===== src/rtl/reg_bank_load_ctrl.sv =====
// Load/compute sequencer for a PE register bank: streams NUM_REGS words into one-hot strobed
// registers, then holds compute_en for a programmed count. Optional macro: REG_LOAD_TIMEOUT_EN.
module reg_bank_load_ctrl #(
   parameter int unsigned DATA_WIDTH = 16,
   parameter int unsigned NUM_REGS   = 3,
   parameter int unsigned CNT_WIDTH  = 8,
   parameter int unsigned TO_WIDTH   = 4
) (
   input  logic                  clk_i,
   input  logic                  rst_i,
   input  logic                  start_i,
   input  logic [CNT_WIDTH-1:0]  compute_len_i,
   input  logic                  in_valid_i,
   input  logic [DATA_WIDTH-1:0] in_data_i,
   output logic                  in_ready_o,
   output logic [DATA_WIDTH-1:0] reg_in_o,
   output logic [NUM_REGS-1:0]   set_reg_o,
   output logic                  compute_en_o,
   output logic                  busy_o,
   output logic                  done_o,
   output logic                  err_o
);

   localparam int unsigned IdxW = (NUM_REGS > 1) ? $clog2(NUM_REGS) : 1;
   localparam logic [IdxW-1:0] LastIdx = IdxW'(NUM_REGS - 1);

   typedef enum logic [1:0] {StIdle, StLoad, StCompute, StDone} state_e;

   state_e                state_q, state_d;
   logic [IdxW-1:0]       idx_q, idx_d;
   logic [CNT_WIDTH-1:0]  len_q, len_d;
   logic [CNT_WIDTH-1:0]  cnt_q, cnt_d;
   logic                  compute_en_q, compute_en_d;
   logic                  done_q, done_d;
   logic                  fire;
   logic                  timeout;

   assign in_ready_o = (state_q == StLoad);
   assign fire       = in_valid_i & in_ready_o;
   assign reg_in_o   = in_data_i;
   assign set_reg_o  = fire ? (NUM_REGS'(1) << idx_q) : '0;

`ifdef REG_LOAD_TIMEOUT_EN
   localparam logic [TO_WIDTH-1:0] ToMax = '1;

   logic [TO_WIDTH-1:0] to_q, to_d;
   logic                err_q;

   // Counter is held at zero outside LOAD, so it is already clear on entry.
   always_comb begin
      to_d = to_q;
      if (!in_ready_o || fire) begin
         to_d = '0;
      end else begin
         to_d = to_q + TO_WIDTH'(1);
      end
   end

   assign timeout = in_ready_o & ~fire & (to_q == ToMax);

   always_ff @(posedge clk_i or posedge rst_i) begin
      if (rst_i) begin
         to_q  <= '0;
         err_q <= 1'b0;
      end else begin
         to_q  <= to_d;
         err_q <= timeout;
      end
   end

   assign err_o = err_q;
`else
   assign timeout = 1'b0;
   assign err_o   = 1'b0;
`endif

   always_comb begin
      state_d = state_q;
      idx_d   = idx_q;
      len_d   = len_q;
      cnt_d   = cnt_q;
      unique case (state_q)
         StIdle: begin
            if (start_i) begin
               len_d   = compute_len_i;
               idx_d   = '0;
               cnt_d   = '0;
               state_d = StLoad;
            end
         end
         StLoad: begin
            if (fire) begin
               if (idx_q == LastIdx) begin
                  idx_d   = '0;
                  cnt_d   = '0;
                  state_d = StCompute;
               end else begin
                  idx_d = idx_q + IdxW'(1);
               end
            end else if (timeout) begin
               idx_d   = '0;
               state_d = StIdle;
            end
         end
         StCompute: begin
            // A zero length still spends one cycle here, with compute_en low.
            if ((len_q == '0) || (cnt_q == len_q - CNT_WIDTH'(1))) begin
               cnt_d   = '0;
               state_d = StDone;
            end else begin
               cnt_d = cnt_q + CNT_WIDTH'(1);
            end
         end
         StDone: begin
            state_d = StIdle;
         end
         default: begin
            state_d = StIdle;
         end
      endcase
      compute_en_d = (state_d == StCompute) && (len_q != '0);
      done_d       = (state_d == StDone);
   end

   always_ff @(posedge clk_i or posedge rst_i) begin
      if (rst_i) begin
         state_q      <= StIdle;
         idx_q        <= '0;
         len_q        <= '0;
         cnt_q        <= '0;
         compute_en_q <= 1'b0;
         done_q       <= 1'b0;
      end else begin
         state_q      <= state_d;
         idx_q        <= idx_d;
         len_q        <= len_d;
         cnt_q        <= cnt_d;
         compute_en_q <= compute_en_d;
         done_q       <= done_d;
      end
   end

   assign compute_en_o = compute_en_q;
   assign done_o       = done_q;
   assign busy_o       = (state_q != StIdle);

endmodule


===== config.mk =====
export PLATFORM = sky130hd
export DESIGN_NAME = reg_bank_load_ctrl
export DESIGN_NICKNAME = d
export VERILOG_FILES = /design/src/rtl/reg_bank_load_ctrl.sv
export SDC_FILE = /design/constraint.sdc
export NUM_CORES = 1
export LEC_CHECK = 0
export ABC_AREA = 1
export ABC_CLOCK_PERIOD_IN_PS = 3050
export BUFFER_PORTS_ARGS = -buffer_cell sky130_fd_sc_hd__buf_2
export CAP_MARGIN = 10
export CORE_MARGIN = 5
export CORE_UTILIZATION = 35
export DETAILED_ROUTE_END_ITERATION = 12
export PLACE_DENSITY = 0.58
export SYNTH_ARGS = -nofsm -noshare
export SYNTH_HDL_FRONTEND = slang
export SYNTH_SLANG_ARGS = --single-unit

===== constraint.sdc =====
create_clock -name clk_i -period 3.05 [get_ports clk_i]
set_input_delay 0 -clock clk_i [delete_from_list [all_inputs] [get_ports clk_i]]
set_output_delay 0 -clock clk_i [all_outputs]
set_load 0.01 [all_outputs]

# Yosys cells after proc, flatten, opt, wreduce, memory -nomap -nowiden

Index checks and enable logic that the tools add are counted.

Flip-flop bits (word level): 22
Output and inout port bits: 24
Word-level logic and storage cells: 47

Add/sub/neg operators: 3
Equal/unequal tests: 10
Shift-type cells: 1
Multiplexer cells: 15
Bitwise logic cells: 1
Reductions and logical operators: 11

Operator list:

| operator            | number |
|---|---|
| $mux 8              | 4 |
| $pmux 8 s3          | 1 |
| $mux 2              | 7 |
| $eq 2x2->1 const B  | 5 |
| $add 8x1->8 const B | 1 |
| $eq 8x8->1          | 1 |
| $logic_not 8->1     | 1 |
| $pmux 2 s4          | 1 |
| $reduce_bool 8->1   | 1 |
| $sub 8x1->8 const B | 1 |
| $ne 2x1->1 const B  | 2 |
| $pmux 2 s2          | 1 |
| $reduce_and 4->1    | 1 |
| $reduce_bool 2->1   | 2 |
| $mux 3              | 1 |
| $reduce_and 3->1    | 1 |
| $reduce_bool 3->1   | 1 |
| $shl 1x2->3 const A | 1 |
| $add 2x1->2 const B | 1 |
| $eq 2x1->1 const B  | 1 |
| $logic_not 2->1     | 1 |
| $ne 2x2->1 const B  | 1 |
| $reduce_and 2->1    | 1 |
| $and 1x1->1         | 1 |
| 2 further kinds     | 2 |

# Longest topological paths before layout

Depth in word-level cells: 7
Depth in mapped cells: 14
Depth with buffers taken out: 14

# Worst setup path before layout

No wires, ideal clock.

Path kind: reg-to-reg
From: reg len_q[0]
To: reg cnt_q[5]
Library setup time: 0.132 ns
Arrival: 1.488 ns
Data required time: 2.918 ns
Setup slack: 1.431 ns
Stages on the path, launching flop included: 15
Cells stage by stage: dfrtp_1 inv_2 ha_1 nand2_1 inv_1 nor2_1 nand2_1 nor2_1 nand2_1 nor2_2 nand3_2 nand2_4 inv_2 nand2_1 o21ai_0

Word-level cells in the longest chain between the ends: 5
Elaborated cells on any way between the ends: 6

Ends and longest elaborated chain:

| element                | RTL line | text |
|---|---|---|
| start, declared        | 31       | `logic [CNT_WIDTH-1:0] len_q, len_d;` |
| start signal, assigned | 136      | `len_q <= len_d;` |
| $sub 8x1->8            | 107      | `if ((len_q == '0) \|\| (cnt_q == len_q - CNT_WIDTH'(1))) begin` |
| $eq 8x8->1             | 107      |  |
| $logic_or 1x1->1 (*)   | 107      |  |
| $mux 8 (*)             | 107      |  |
| $pmux 8 s3 (*)         | 82       | `unique case (state_q)` |
| end signal, assigned   | 137      | `cnt_q <= cnt_d;` |
| end, declared          | 32       | `logic [CNT_WIDTH-1:0] cnt_q, cnt_d;` |

Every way passes the cells marked *; elsewhere a longest branch is shown, timed or not.
A chain may end at the register's enable or synchronous reset.

# Worst setup path after layout

From: reg len_q[0]
To: reg cnt_q[6]

Same word-level chain as after synthesis.

==> metrics.md <==
| Metric | Value |
|---|---|
| Run status | finished, final reports clean |
| Number of diodes added for antenna fixing | 0 |
| Min-Delay Path Class | input pin to output pin |
| HPWL after DPL | 2480 microns |
| Clock tree root driver cell | sky130_fd_sc_hd__clkbuf_8 |
| WP data arrival | 1.92 ns |
| Number of fill cells | ~420 |
| Leading cell type in the layout, fill and taps excluded | sky130_fd_sc_hd__nand2_1 |
| Max-slew violation count | 0 |
| Final period utilization | 58.4% |
| Final layout net count | 258 |
| Total leakage power | roughly 0.00085 uW |
| Maximum clock path buffer count | 2 |
| Final non-filler cell total | about 280 |
| H-tree level count | 1 |
| Routed vias | 1,314 |
| Crit Reg-Reg Startpoint | len_q[0]$_DFFE_PP0P_ |
| Cell count after placement | roughly 260 |
| Synthesized netlist cell count | 214 |
| Final standard cell area without fillers | ~1700 sq um |
| RSZ-0062 raised after global routing | false |
| Setup Total Neg Slack | 0 ns |
| Detailed-route DRC error count | 0 |
| Highest clock rate | approximately 0.56 GHz |
| Yosys warnings | 0 |
| Vias in the first global route | 1,218 |
| Critical path required time | between 3 and 4 ns |
| Netlist Area Pre-Place | between 1500 and 2000 sq um |
| Post-synth top area cell | sky130_fd_sc_hd__dfrtp_1 |
| DP Area | 1530 sq um |
| Final setup violation count | 0 |
| Synth cell types | 28 |
| Critical path capture point type | flop |
| Power density over the cells | 822 nW/um^2 |
| Die width | 75.6 microns |
| Routed wire length per instance | 11.6 microns |
| Area fraction of the dominant cell type after synthesis | a little over a third |
| Clk pin slew, worst setup/hold paths | around 0.09 ns |
| Number of max-capacitance violations reported | 0 |
| Cells taking the most area after synthesis | sky130_fd_sc_hd__dfrtp_1, sky130_fd_sc_hd__nand2_1, sky130_fd_sc_hd__buf_4 |
| TritonCTS clock tree | built |
| DRC violation total after the first TritonRoute iteration | 70 |
| Port bufs | 18 |
| Number of antenna violations at the first check in global routing | 0 |
| Maximum number of pins on one net before global-route repair | 23 |
| Clock insertion delay at the later pin of the skew report | 0.27 ns |
| Setup skew after layout | 0.00772 ns |
| Initial Util | 36.9% |
| Inserted Clock Buffers | 3 |
| Syn nets | 244 |
| P&R area growth vs syn | 12.1% |
| Antenna viol nets, final | 0 |
| Worst setup path category | flop to flop |
| Wire length of the first global-routing pass | roughly 5500 microns |
| Critical path startpoint category | flop |
| Crit path max fanout | 7 |
| Post-synthesis register bit count | 22 |
| Transition at the pin with the smallest max-transition slack | 0.846 ns |
| Critical path launch point | len_q[0]$_DFFE_PP0P_ |
| Commonest non-fill, non-tap cells in the layout | sky130_fd_sc_hd__nand2_1, sky130_fd_sc_hd__inv_1, sky130_fd_sc_hd__nor2_1, sky130_fd_sc_hd__dfrtp_1, sky130_fd_sc_hd__buf_2 |
| Post-layout minimum cycle time | ~1.8 ns |
| Boundary pin count | 52 |
| Average cell area after synthesis | between 7 and 8 sq um |
| Slew headroom | between 40% and 50% |
| Final estimated routing congestion in global placement | 0.833 |
| Overall global routing resource usage | roughly an eighth |
| CTS Sinks | 22 |
| Aggregate global routing overflow | 0 |
| Resized cells post-CTS | 0 |
| Die height | 75.6 microns |
| DIE AREA | around 5700 sq um |
| Post-CTS setup buffer count | 0 |
| CTS Hold Buffers Added | 9 |
| Max VDD drop | 0.360 mV |
| Hold violation count in the final report | 0 |
| Launch point of the worst hold path | in_data_i[12] |
| Sequential-to-total area share from yosys stat | 36.5% |
| Core region area | 4090 sq um |
| Detailed-router iteration count before antenna repair | 4 |
| Routed via count divided by cell count | 4.74 |
| Fraction of final layout cells sized beyond drive strength 1 | about a fifth |
| Floorplan row count | 23 |
| Total wirelength of the detailed-routed design | between 3000 and 4000 microns |
cell usage after synthesis:
| master | n |
|---|---|
| sky130_fd_sc_hd__nand2_1 | 56 |
| sky130_fd_sc_hd__a21o_1 | 1 |
| sky130_fd_sc_hd__nor3_1 | 3 |
| sky130_fd_sc_hd__nor4_2 | 1 |
| sky130_fd_sc_hd__nand4_1 | 1 |
| sky130_fd_sc_hd__nor3_2 | 1 |
| sky130_fd_sc_hd__xor2_1 | 1 |
| sky130_fd_sc_hd__conb_1 | 1 |
| sky130_fd_sc_hd__a21oi_1 | 4 |
| sky130_fd_sc_hd__o22ai_1 | 6 |
| sky130_fd_sc_hd__ha_1 | 2 |
| sky130_fd_sc_hd__nor2_2 | 3 |
| sky130_fd_sc_hd__inv_2 | 5 |
| sky130_fd_sc_hd__o21ai_0 | 15 |
| sky130_fd_sc_hd__clkbuf_1 | 1 |
| sky130_fd_sc_hd__nor2_4 | 3 |
| sky130_fd_sc_hd__nand3_1 | 13 |
| sky130_fd_sc_hd__dfrtp_1 | 22 |
| sky130_fd_sc_hd__a31oi_1 | 1 |
| sky130_fd_sc_hd__nand3b_1 | 1 |
| sky130_fd_sc_hd__or2_2 | 2 |
| sky130_fd_sc_hd__nand2_4 | 1 |
| sky130_fd_sc_hd__inv_1 | 25 |
| sky130_fd_sc_hd__xnor2_1 | 1 |
| sky130_fd_sc_hd__nand3_2 | 1 |
| sky130_fd_sc_hd__nand2_2 | 4 |
| sky130_fd_sc_hd__nor2_1 | 22 |
| sky130_fd_sc_hd__buf_4 | 17 |
power breakdown:
group / switching (uW) / internal [uW] / total, uW / leakage, uW
logic: 411 / 237 / 647 / 0.000525
registers: 92.7 / 372 / 465 / 0.000288
clock network: 102 / 175 / 277 / 0.0000357
final timing paths:
check                                       end  cells after the start  slack [ns]
min in group asynchronous  len_q[7]$_DFFE_PP0P_                      3        0.44
max in group asynchronous  state_q[1]$_DFF_PP0_                      3        2.08
hold / removal                     reg_in_o[12]                      0    0.000004
setup / recovery           cnt_q[6]$_DFFE_PP0P_                     14        1.27
hold reg to reg            len_q[7]$_DFFE_PP0P_                      2        0.59
setup reg to reg           cnt_q[6]$_DFFE_PP0P_                     14        1.27
layer usage:
| metal | track usage (%) | up-vias | share of wire (%) |
|---|---|---|---|
| li1 | - | 679 | - |
| met2 | 20.1 | 31 | 46 |
| met1 | 17.2 | 602 | 48 |
| met5 | 0 | - | 0 |
| met3 | 3.17 | 2 | 5.6 |
| met4 | 2.33 | 0 | 0.59 |
flip-flops by register name, summed over array words and instances, names as in the netlist:
signal	count
idx_q	2
compute_en_o	1
state_q	2
len_q	8
done_o	1
cnt_q	8
kinds of logic (layout without fill, tap and decap cells):
kind of cell             after synthesis  count (layout)  share of synthesized area, %
AND/OR/NAND/NOR                      112             112                          34.5
XOR/XNOR                               2               2                          1.16
flip-flops                            22              22                          36.5
adder cells (fa/ha/maj)                2               2                          1.66
AO/OA/AOI/OAI                         27              27                          9.71
buffers and inverters                 48              61                          16.2
other                                  1               1                         0.249
per-stage QoR:
step,worst slack [ns],hold WS (ns),power [uW],util (%)
finish,1.27,0.00000443,1390,41.4
global route,1.05,0.0000152,1520,41.4
CTS,1.25,0.0000686,1400,41.4
detailed placement,1.27,0.0000686,1110,37.4
global placement,1.32,0.0000686,1110,37.4
floorplan,1.43,-0.0108,981,-
critical path: stages (launching register included):
cell and delay (ns):
sky130_fd_sc_hd__dfrtp_1 0.41, sky130_fd_sc_hd__inv_2 0.12, sky130_fd_sc_hd__ha_1 0.26, sky130_fd_sc_hd__nand2_1 0.07, sky130_fd_sc_hd__inv_1 0.03, sky130_fd_sc_hd__nor2_1 0.07, sky130_fd_sc_hd__nand2_1 0.05, sky130_fd_sc_hd__nor2_1 0.10
sky130_fd_sc_hd__nand2_1 0.07, sky130_fd_sc_hd__nor2_2 0.11, sky130_fd_sc_hd__nand3_2 0.08, sky130_fd_sc_hd__nand2_4 0.11, sky130_fd_sc_hd__inv_2 0.05, sky130_fd_sc_hd__nand2_1 0.05, sky130_fd_sc_hd__o21ai_0 0.08
layout make-up:
cell class / count / area, sq um / share of cell area (%)
Clock buffer: 3 / 41.3 / 2.44
Clock inverter: 1 / 30.0 / 1.78
Inverter: 30 / 113 / 6.66
Multi-Input combinational cell: 144 / 713 / 42.2
Sequential cell: 22 / 551 / 32.6
Tap cell: 50 / 62.6 / 3.70
Timing Repair Buffer: 27 / 180 / 10.7
No activity file was read; power rests on OpenSTA's default activity.
